## src/rtl/pc_sequencer.sv

```systemverilog
// Multi-cycle instruction sequencer for the MIPS datapath: owns the pc, steps
// FETCH/DECODE/EXEC/MEM/WB and gates control-unit strobes to one commit per instruction.
module pc_sequencer #(
    parameter int                  PC_WIDTH    = 32,
    parameter logic [PC_WIDTH-1:0] PC_RESET    = '0,
    parameter logic [PC_WIDTH-1:0] PC_STEP     = 1,
    parameter logic [PC_WIDTH-1:0] PC_LAST     = 31,
    parameter logic [5:0]          HALT_OPCODE = 6'b111111
) (
    input  logic                clk,
    input  logic                rst,
    input  logic                start,
    input  logic                step_mode,
    input  logic [5:0]          opcode,
    input  logic                reg_write,
    input  logic                mem_read,
    input  logic                mem_write,
    input  logic                mem_ready,
    output logic [PC_WIDTH-1:0] pc,
    output logic [2:0]          state,
    output logic                reg_we_gate,
    output logic                mem_re_gate,
    output logic                mem_we_gate,
    output logic                busy,
    output logic                halted,
    output logic [31:0]         instr_count
);

    localparam logic [2:0] ST_IDLE   = 3'd0;
    localparam logic [2:0] ST_FETCH  = 3'd1;
    localparam logic [2:0] ST_DECODE = 3'd2;
    localparam logic [2:0] ST_EXEC   = 3'd3;
    localparam logic [2:0] ST_MEM    = 3'd4;
    localparam logic [2:0] ST_WB     = 3'd5;
    localparam logic [2:0] ST_HALT   = 3'd6;

    logic [2:0]          state_q, state_d;
    logic [PC_WIDTH-1:0] pc_q, pc_d;
    logic [31:0]         count_q, count_d;
    logic                at_last;

    assign at_last = (pc_q == PC_LAST);

    always_comb begin
        state_d = state_q;
        pc_d    = pc_q;
        count_d = count_q;
        case (state_q)
            ST_IDLE: begin
                if (start) begin
                    state_d = ST_FETCH;
                end
            end
            ST_FETCH: begin
                if (opcode == HALT_OPCODE) begin
                    state_d = ST_HALT;
                end else begin
                    state_d = ST_DECODE;
                end
            end
            ST_DECODE: begin
                state_d = ST_EXEC;
            end
            ST_EXEC: begin
                if (mem_read || mem_write) begin
                    state_d = ST_MEM;
                end else begin
                    state_d = ST_WB;
                end
            end
            ST_MEM: begin
                if (mem_ready) begin
                    state_d = ST_WB;
                end
            end
            ST_WB: begin
                count_d = count_q + 32'd1;
                // End-of-program check uses the pre-increment pc.
                if (at_last) begin
                    pc_d    = PC_RESET;
                    state_d = ST_HALT;
                end else begin
                    pc_d    = pc_q + PC_STEP;
                    state_d = step_mode ? ST_IDLE : ST_FETCH;
                end
            end
            ST_HALT: begin
                state_d = ST_HALT;
            end
            default: begin
                state_d = ST_IDLE;
            end
        endcase
    end

    always_ff @(posedge clk) begin
        if (rst) begin
            state_q <= ST_IDLE;
            pc_q    <= PC_RESET;
            count_q <= 32'd0;
        end else begin
            state_q <= state_d;
            pc_q    <= pc_d;
            count_q <= count_d;
        end
    end

    // Strobes pass through only in their commit state; writes need mem_ready so
    // a waited store produces a single pulse.
    always_comb begin
        reg_we_gate = (state_q == ST_WB)  && reg_write;
        mem_re_gate = (state_q == ST_MEM) && mem_read;
        mem_we_gate = (state_q == ST_MEM) && mem_write && mem_ready;
        busy        = (state_q != ST_IDLE) && (state_q != ST_HALT);
        halted      = (state_q == ST_HALT);
    end

    assign pc          = pc_q;
    assign state       = state_q;
    assign instr_count = count_q;

endmodule

```

## config.mk

```make
export PLATFORM = sky130hd
export DESIGN_NAME = pc_sequencer
export DESIGN_NICKNAME = d
export VERILOG_FILES = /design/src/rtl/pc_sequencer.sv
export SDC_FILE = /design/constraint.sdc
export NUM_CORES = 1
export LEC_CHECK = 0
export ABC_AREA = 0
export BUFFER_PORTS_ARGS = -buffer_cell sky130_fd_sc_hd__buf_2
export CELL_PAD_IN_SITES_DETAIL_PLACEMENT = 1
export CELL_PAD_IN_SITES_GLOBAL_PLACEMENT = 2
export CORE_AREA = 10 10 137 102
export CTS_CLUSTER_SIZE = 14
export DETAILED_ROUTE_END_ITERATION = 16
export DIE_AREA = 0 0 147 112
export PLACE_DENSITY_LB_ADDON = 0.25
export SKIP_LAST_GASP = 1
export SLEW_MARGIN = 20
export SYNTH_ARGS = -nofsm -noshare
export SYNTH_HDL_FRONTEND = slang
export SYNTH_SLANG_ARGS = --single-unit
```

## constraint.sdc

```tcl
create_clock -name clk -period 5.6 [get_ports clk]
set_input_delay 0.84 -clock clk [delete_from_list [all_inputs] [get_ports clk]]
set_output_delay 0.84 -clock clk [all_outputs]
set_load 0.005 [all_outputs]
```

==> run summary, run 1 <==
Post-CTS Setup Inserts = 0
Post-synthesis register bit count = 67
First DRT Iteration DRCs = 173
Total congestion overflow = 0
Clk Latency, worst-skew pair = 0.34 ns
Reg2reg end = instr_count[31]
Critical Path, Cell by Cell = and3b_1, nand3_1, nor4_1, mux2_1
Hold slack = 0.5019 ns
Fraction of final layout cells sized beyond drive strength 1 = 0.2289
Slew Limit Fails = 0
Worst Hold Depth = 2
Starting Density = 0.3020
Final Critical Period = 2.850 ns
Worst Hold End = instr_count[30]
CTS resizes = 0
GP Congestion = 0.7456
Reg2Reg Launch Point = state[2]
Area of the die = 0.01646 mm2
I/O pin total = 86
YS warnings = 0
CTS max path bufs = 2
Normalized max-slew margin = 0.5197
Clock slew at reported path FFs = 0.06 ns
# clock sinks = 67
Multi-input gate area = 0.001949 mm2
Worst clock skew = 0.006954 ns
Core ar. = 0.01135 mm2
FMAX = 0.3509 GHz
Slowest stage delay, CP = 0.70 ns
Post-CTS Hold Buffers = 0
CTS Buf Count = 9
DR DRC count = 0
Largest net degree at the start of global routing = 36
Final ANT Viol Nets = 0
# H-tree levels = 3
Avg Inst Size Synth = 8.344 um2
Mapped Cells = 411
Die Span Y = 112 um
Sequential area share after synthesis = 0.3911
Peak supply drop = 0.1430 mV
First-pass GRT wire length = 19.09 mm
Hold WC Path Type = flop to flop
Syn nets = 427
Commonest non-fill, non-tap cell in the layout = buf_2
Post-Syn Area = 0.003430 mm2
Slowest CP cell = nand3_1
FP Rows = 33
Crit path DAT = 3.07 ns
1st-pass router iterations = 4
Final worst-path cycle share = 0.5089
Critical path class = flop to flop
Crit. End Element = flop
Layout filler cell count = 1360
Vias = 3490
NumNets Final = 496
Most frequent cells in the layout = 85 x buf_2, 67 x dfxtp_1, 41 x a21oi_1, 28 x nand2_1, 27 x or4_1
Buffers added on ports = 85
N_diodes = 0
Avg WL per Cell = 18.18 um
RSZ-0062 raised after global routing = false
Synth unique cells = 41
Crit Path Max Fanout = 21
Worst path required time = 5.82 ns
Die width = 147 um
Outcome = complete, no violations
Min-Delay Startpoint = instr_count[30]
Worst Setup Start Kind = flop
R2R depth = 4
Actual slew at the worst max-slew pin = 0.7185 ns
Setup TNS = 0 ns
Final setup viols = 0
Vias in the first global route = 3460
Antenna violations before repair = 0
Reg2Reg Setup Slack = 2.75 ns
CTS tree = yes
DRT Wirelength = 11.67 mm
Max Cap Viol = 0
Vias per inst = 5.436
Sequential cell area = 0.001341 mm2
GRT Util Overall = 0.1401
Pleak = 0.001601 uW
Area grow syn2layout = 23.60%
Final Hold Viols = 0
Pwr dens = 255.7 mW/mm2
Hpwl dp = 8.619 mm
Clock root buffer master = clkbuf_16
[layout make-up]
class,instances,share of cell area
repair buffers,86,0.1021
inverters,7,0.006198
clock inverters,1,0.001181
flip-flops and latches,67,0.3164
well taps,157,0.04634
clock buffers,15,0.06789
multi-input cells,309,0.4599
[kinds of logic after synthesis]
| logic type | count (synthesis) | synth area share |
|---|---|---|
| AOI/OAI and AO/OA | 91 | 0.1602 |
| xor gates and xnor gates | 22 | 0.05618 |
| adders and majority gates | 2 | 0.007295 |
| buffers and inverters | 35 | 0.04451 |
| DFF | 67 | 0.3911 |
| muxes | 1 | 0.003283 |
| and+or+nand+nor | 193 | 0.3375 |
[how the worst max path moves through the flow]
stage,end,cells after the start,startpoint,slack [ns]
after floorplan,reg_we_gate,5,state[2],3.50
after global placement,instr_count[31],4,state[2],2.90
after detailed placement,instr_count[31],4,state[2],2.76
after CTS,instr_count[31],4,state[2],2.75
after global routing,instr_count[31],4,state[0],2.46
final,instr_count[31],4,state[2],2.75
[flip-flops by register name, summed over array words and instances (netlist names)]
name and cells:
state 3, pc 32, instr_count 32
[through the flow]
| stage | power (uW) | cell area, um2 | instances | util | worst slack (ns) |
|---|---|---|---|---|---|
| 4_1_cts | 1094 | 4239 | 642 | 0.3733 | 2.749 |
| 3_5_place_dp | 537.4 | 3946 | 626 | 0.3475 | 2.763 |
| 5_1_grt | 1122 | 4239 | 642 | 0.3733 | 2.463 |
| 3_3_place_gp | 534.9 | 3946 | 626 | 0.3475 | 2.901 |
| 2_1_floorplan | 520.2 | 3430 | 411 | - | 3.504 |
| 6_report | 1084 | 4239 | 642 | 0.3733 | 2.750 |
[per-layer routing]
metal	share of wire	wire [um]	vias to the layer above	global-route usage
li1	-	-	1694	-
met1	0.53	6188	1712	0.1975
met2	0.41	4766	75	0.1984
met3	0.053	621	9	0.04693
met4	0.0081	95	0	0.03557
met5	0	0	-	0
[power breakdown]
part / leakage, uW / switching [uW] / internal, uW / total (uW)
Sequential: 0.000540 / 8.50 / 480 / 488
Combinational: 0.000915 / 22.1 / 16.0 / 38.2
Clock: 0.000146 / 210 / 348 / 558
[Yosys cell counts]
cell type	count	share of area
nor4_1	11	0.020
o31ai_1	27	0.059
nor2b_1	2	0.0036
or4_1	27	0.059
buf_4	2	0.0044
and4b_1	1	0.0029
o41ai_1	2	0.0051
a221oi_1	1	0.0026
o21a_1	1	0.0022
mux2_1	1	0.0033
xor2_1	10	0.026
nand3b_2	1	0.0033
or4_4	3	0.0098
nand2_1	28	0.031
or3_1	15	0.027
dfxtp_1	67	0.39
clkbuf_1	12	0.013
and3b_1	1	0.0026
and3_1	10	0.018
nand2b_1	2	0.0036
ha_1	2	0.0073
nand4_1	21	0.038
nor2_1	26	0.028
buf_1	3	0.0033
and2_1	5	0.0091
inv_1	7	0.0077
buf_2	11	0.016
xnor2_1	12	0.031
nor4b_1	1	0.0026
nand2_2	1	0.0018
nor3_1	2	0.0029
nand3_1	21	0.031
nand4_2	4	0.015
nor3b_1	1	0.0022
o31a_1	1	0.0026
a22o_1	1	0.0026
a21oi_1	41	0.060
o21ai_0	15	0.022
a31oi_1	1	0.0018
a21oi_2	1	0.0026
and4_1	10	0.026
[critical path: cells and delay by family, from the launching register on]
family	cells	cell delay (ns)
muxes	1	0.36
and+or+nand+nor	3	1.83
DFF	1	0.53
Note: power is estimated with default switching activity, not from simulation.
==> run 2, diff against run 1 <==
clock period = 2.8 ns   (was 5.6 ns; I/O delays follow)
==> run summary, run 2 (synthesis gave the netlist of run 1 again) <==
Outcome = complete, no violations
Final Critical Period = 2.253 ns (-0.5975 ns)
GRT busiest layer = met2
Hold WC Path Type = input pin to flop
Avg WL per Cell = 17.74 um (-2.4%)
Vias per inst = 5.399 (-0.69%)
Crit. End Element = flop
Antenna violations before repair = 0 (unchanged)
DR DRC count = 0 (unchanged)
Critical path class = flop to flop
RSZ-0062 raised after global routing = false
GR Util met3 = 0.04652 (-0.0004045)
Worst Hold Depth = 4 (+2)
GRT Util Overall = 0.1372 (-0.002959)
Crit Path Max Fanout = 19 (-9.5%)
CTS tree = yes
Total congestion overflow = 0 (unchanged)
First DRT Iteration DRCs = 124 (-28%)
# clock sinks = 67 (unchanged)
Post-CTS Setup Inserts = 0 (unchanged)
Normalized max-slew margin = 0.6082 (+0.08848)
Die width = 147 um (unchanged)
Slew Limit Fails = 0 (unchanged)
Peak supply drop = 0.2807 mV (+96%)
Reg2reg end = instr_count[28]
Pleak = 0.001626 uW (+1.6%)
Critical Path, Cell by Cell = and4b_1, nand4_2, or4_1, a21oi_1
Clock root buffer master = clkbuf_16
Area grow syn2layout = 24.70%
Buffers added on ports = 85 (unchanged)
CP delay by family, top = simple AND/OR/NAND/NOR gates
Vias in the first global route = 3504 (+1.3%)
Commonest non-fill, non-tap cell in the layout = buf_2
Reg2Reg Launch Point = state[2]
CTS max path bufs = 2 (unchanged)
First-pass GRT wire length = 18.77 mm (-1.7%)
Final ANT Viol Nets = 0 (unchanged)
Vias = 3493 (+0.086%)
Min-Delay Startpoint = step_mode
Max Cap Viol = 0 (unchanged)
FP Rows = 33 (unchanged)
Hold slack = 0.4479 ns (-0.05395 ns)
Pwr dens = 504.3 mW/mm2 (+97%)
1st-pass router iterations = 4 (unchanged)
DRT Wirelength = 11.48 mm (-1.7%)
Die Span Y = 112 um (unchanged)
Fraction of final layout cells sized beyond drive strength 1 = 0.2367 (+0.007869)
Final worst-path cycle share = 0.8045 (+0.2956)
Worst Path Buf+Inv = 0 (unchanged)
Largest net degree at the start of global routing = 35 (-2.8%)
Core ar. = 0.01135 mm2 (unchanged)
Worst Setup Start Kind = flop
Slowest stage delay, CP = 0.65 ns (-0.05 ns)
I/O pin total = 86 (unchanged)
CTS resizes = 0 (unchanged)
M1 GR Usage = 0.1914 (-0.006101)
Setup TNS = 0 ns (unchanged)
R2R depth = 4 (unchanged)
Most frequent cells in the layout = 85 x buf_2, 67 x dfxtp_1, 41 x a21oi_1, 28 x nand2_1, 27 x or4_1
Area of the die = 0.01646 mm2 (unchanged)
Worst Hold End = state[0]
Worst clock skew = 0.005329 ns (-0.001625 ns)
# H-tree levels = 3 (unchanged)
Final Hold Viols = 0 (unchanged)
Final setup viols = 0 (unchanged)
Clock slew at reported path FFs = 0.05 ns (about the same)
M2 GR Usage = 0.1972 (-0.001204)
Hpwl dp = 8.549 mm (-0.82%)
FMAX = 0.4439 GHz (+27%)
Clk Latency, worst-skew pair = 0.33 ns (about the same)
Starting Density = 0.3020 (unchanged)
Post-CTS Hold Buffers = 0 (unchanged)
N_diodes = 0 (unchanged)
Reg2Reg Setup Slack = 0.55 ns (-2.20 ns)
CTS Buf Count = 9 (unchanged)
Actual slew at the worst max-slew pin = 0.5824 ns (-0.1361 ns)
Worst path required time = 3.06 ns (-2.76 ns)
Slowest CP cell = or4_1
NumNets Final = 501 (+1.0%)
Crit path DAT = 2.51 ns (-0.56 ns)
GP Congestion = 0.7441 (-0.20%)
-- run 2: cell count changes in the layout (fill, tap and decap cells not counted), sizes merged --
| cell | change |
|---|---|
| buf | +5 |
-- run 2: worst max-delay path by stage --
| stage | startpoint | endpoint | slack (ns) | depth (start not counted) |
|---|---|---|---|---|
| 2_1_floorplan | pc[0] | pc[27] | 0.94 | 7 |
| 3_3_place_gp | state[2] | instr_count[28] | 0.61 | 4 |
| 3_5_place_dp | state[2] | instr_count[30] | 0.55 | 4 |
| 4_1_cts | state[2] | instr_count[26] | 0.53 | 4 |
| 5_1_grt | state[2] | instr_count[26] | 0.35 | 4 |
| 6_report | state[2] | instr_count[28] | 0.55 | 4 |
-- run 2: final cells by class --
cell class / count / area (um2)
Tap cell: 157 / 196.4
Fill cell: 1371 / 7078
Clock buffer: 15 / 287.8
Clock inverter: 1 / 5.005
Sequential cell: 67 / 1341
Timing Repair Buffer: 91 / 470.5
Inverter: 7 / 26.28
Multi-Input combinational cell: 309 / 1949
-- run 2: worst reg2reg max path: stages, from the launching register on --
cell and delay, ns:
dfxtp_1 0.52, and4b_1 0.40, nand4_2 0.46, or4_1 0.65, a21oi_1 0.15
-- run 2: per-layer routing --
metal	vias to the layer above	part of all wire
met5	-	0
met4	0	0.0080
met3	11	0.056
met2	71	0.42
met1	1694	0.51
li1	1717	-
-- run 2: stage by stage --
stage,power (uW),cells,util,setup slack (ns),cell area (um2)
6_report,2157,647,0.3766,0.5474,4277
2_1_floorplan,1040,411,-,0.9449,3430
4_1_cts,2189,647,0.3766,0.5307,4277
3_3_place_gp,1071,631,0.3509,0.6114,3984
3_5_place_dp,1073,631,0.3509,0.5463,3984
5_1_grt,2233,647,0.3766,0.3498,4277
-- run 2: power by group --
part | total [uW] | internal, uW | switching (uW)
combinational | 74.8 | 33.6 | 41.1
clock | 1110 | 696 | 410
sequential | 976 | 960 | 16.5
==> run 3, diff against run 2 <==
CORE_AREA = 10 10 144 106   (was 10 10 137 102)
DIE_AREA = 0 0 154 116   (was 0 0 147 112)
clock period = 1.87 ns   (was 2.8 ns; I/O delays follow)
==> run summary, run 3 (synthesis gave the netlist of run 1 again) <==
Antenna violations before repair = 0 (unchanged)
Util after Layout = 0.4005 (+0.02391)
Reg2Reg Launch Point = pc[0]
Outcome = complete, no violations
I/O pin total = 86 (unchanged)
Pwr dens = 638.8 mW/mm2 (+27%)
Area grow syn2layout = 44.58%
# H-tree levels = 3 (unchanged)
Slowest CP cell = dfxtp_2
Largest net degree at the start of global routing = 32 (-8.6%)
Max Cap Viol = 0 (unchanged)
CP Launch Point = pc[0]
Commonest non-fill, non-tap cell in the layout = buf_2
FMAX = 0.5413 GHz (+22%)
Actual slew at the worst max-slew pin = 0.4115 ns (-0.1709 ns)
Slew Limit Fails = 0 (unchanged)
Most frequent cells in the layout = 85 x buf_2, 71 x buf_4, 52 x dfxtp_1, 41 x a21oi_1, 28 x nand2_1
Hpwl dp = 9.766 mm (+14%)
Total power = 3167 uW (+47%)
Crit path DAT = 2.06 ns (-0.45 ns)
Vias in the first global route = 3914 (+12%)
Critical Path, Cell by Cell = ha_4, and3_4, nand4_1, buf_4, o31ai_4, clkbuf_16, a21oi_1
Die width = 154 um (+4.8%)
Hold slack = 0.2552 ns (-0.1927 ns)
CTS Buf Count = 9 (unchanged)
Vias = 3755 (+7.5%)
FP Rows = 34 (+3.0%)
Core ar. = 0.01238 mm2 (+9.0%)
Final ANT Viol Nets = 0 (unchanged)
Final Critical Period = 1.848 ns (-0.4050 ns)
Final setup viols = 0 (unchanged)
Min-Delay Startpoint = step_mode
NumNets Final = 570 (+14%)
CTS tree = yes
Placed insts = 699 (+11%)
Die Span Y = 116 um (+3.6%)
Hold WC Path Type = input pin to flop
GRT Util Overall = 0.1401 (+0.002933)
N_diodes = 0 (unchanged)
Slowest stage delay, CP = 0.35 ns (-0.30 ns)
RSZ-0062 raised after global routing = true
Final Hold Viols = 0 (unchanged)
Critical path class = flop to flop
Clk Latency, worst-skew pair = 0.34 ns (about the same)
Worst Setup Start Kind = flop
Fraction of final layout cells sized beyond drive strength 1 = 0.3853 (+0.1486)
Area of the die = 0.01786 mm2 (+8.5%)
First-pass GRT wire length = 20.58 mm (+9.7%)
Buffers added on ports = 85 (unchanged)
DRT Wirelength = 12.91 mm (+13%)
Worst clock skew = 0.009114 ns (+0.003785 ns)
Worst path required time = 2.08 ns (-0.98 ns)
Clock slew at reported path FFs = 0.06 ns (about the same)
Vias per inst = 5.215 (-3.4%)
Normalized max-slew margin = 0.7250 (+0.1168)
First DRT Iteration DRCs = 151 (+22%)
Total congestion overflow = 0 (unchanged)
Multi-input gate area = 0.002063 mm2 (+5.8%)
Sequential cell area = 0.001363 mm2 (+1.6%)
Finished Layout Cells = 720 (+11%)
DR DRC count = 0 (unchanged)
Final worst-path cycle share = 0.9880 (+0.1835)
Avg WL per Cell = 17.93 um (+1.1%)
1st-pass router iterations = 4 (unchanged)
Crit. End Element = flop
# clock sinks = 67 (unchanged)
Pleak = 0.002045 uW (+26%)
Crit Path Max Fanout = 8 (-11)
Clock root buffer master = clkbuf_16
Starting Density = 0.2770 (-0.02500)
Layout filler cell count = 1472 (+7.4%)
GP Congestion = 0.7868 (+5.7%)
CTS max path bufs = 2 (unchanged)
Peak supply drop = 0.4891 mV (+74%)
## run 3: cell types whose count changed in the layout (fill, tap and decap cells not counted), moves of 3 or more
cell	delta
buf_4	+65
dfxtp_1	-15
dfxtp_2	+14
nor4_1	-5
clkbuf_8	-3
nor4_2	+3
## run 3: repair_timing
| action | 4_1_cts | 5_1_grt |
|---|---|---|
| gates cloned | 0 | 2 |
| pin swaps | 0 | 7 |
| endpoints found under the setup margin | 43 | 45 |
| buffers inserted | 0 | 4 |
| hold buffers | 0 | 0 |
| resized for setup | 6 | 31 |
## run 3: worst max-delay path, delay by kind of cell (launching register included)
kind,cells,cell delay (ns)
compound gates,2,0.38
fa+ha+maj,1,0.13
simple gates,2,0.41
buf+inv,2,0.46
flops,1,0.35
## run 3: cell type report
class | instances | area share
repair buffers | 160 | 0.2087
clock buffers | 10 | 0.04820
clock inverters | 5 | 0.006056
well taps | 162 | 0.04088
multi-input cells | 309 | 0.4161
inverters | 7 | 0.005299
flip-flops and latches | 67 | 0.2748
## run 3: worst paths after layout
check | endpoint | slack, ns | depth (start not counted)
setup / recovery | pc[12] | 0.02 | 7
hold / removal | state[0] | 0.26 | 4
setup reg to reg | pc[12] | 0.02 | 7
hold reg to reg | instr_count[11] | 0.50 | 2
## run 3: layer usage
layer | vias to the layer above | global-route usage | wire length (um) | share of wire
met1 | 1818 | 0.1853 | 6639 | 0.51
met4 | 0 | 0.03892 | 168 | 0.013
met2 | 62 | 0.2144 | 5468 | 0.42
met3 | 15 | 0.04517 | 634 | 0.049
met5 | - | 0 | 0 | 0
li1 | 1860 | - | - | -
## run 3: through the flow
stage | setup TNS [ns] | area [um2] | setup slack [ns]
6_report | 0 | 4959 | 0.02245
5_1_grt | -0.2730 | 4959 | -0.02138
3_5_place_dp | -0.2923 | 4488 | -0.03994
4_1_cts | 0 | 4783 | 0.002254
2_1_floorplan | 0 | 3430 | 0.01487
3_3_place_gp | 0 | 4488 | 0.0007483
## run 3: power breakdown
| group | internal [uW] | switching (uW) |
|---|---|---|
| registers | 1440 | 10.8 |
| logic | 75.4 | 86.5 |
| clock network | 918 | 641 |
| total | 2430 | 738 |
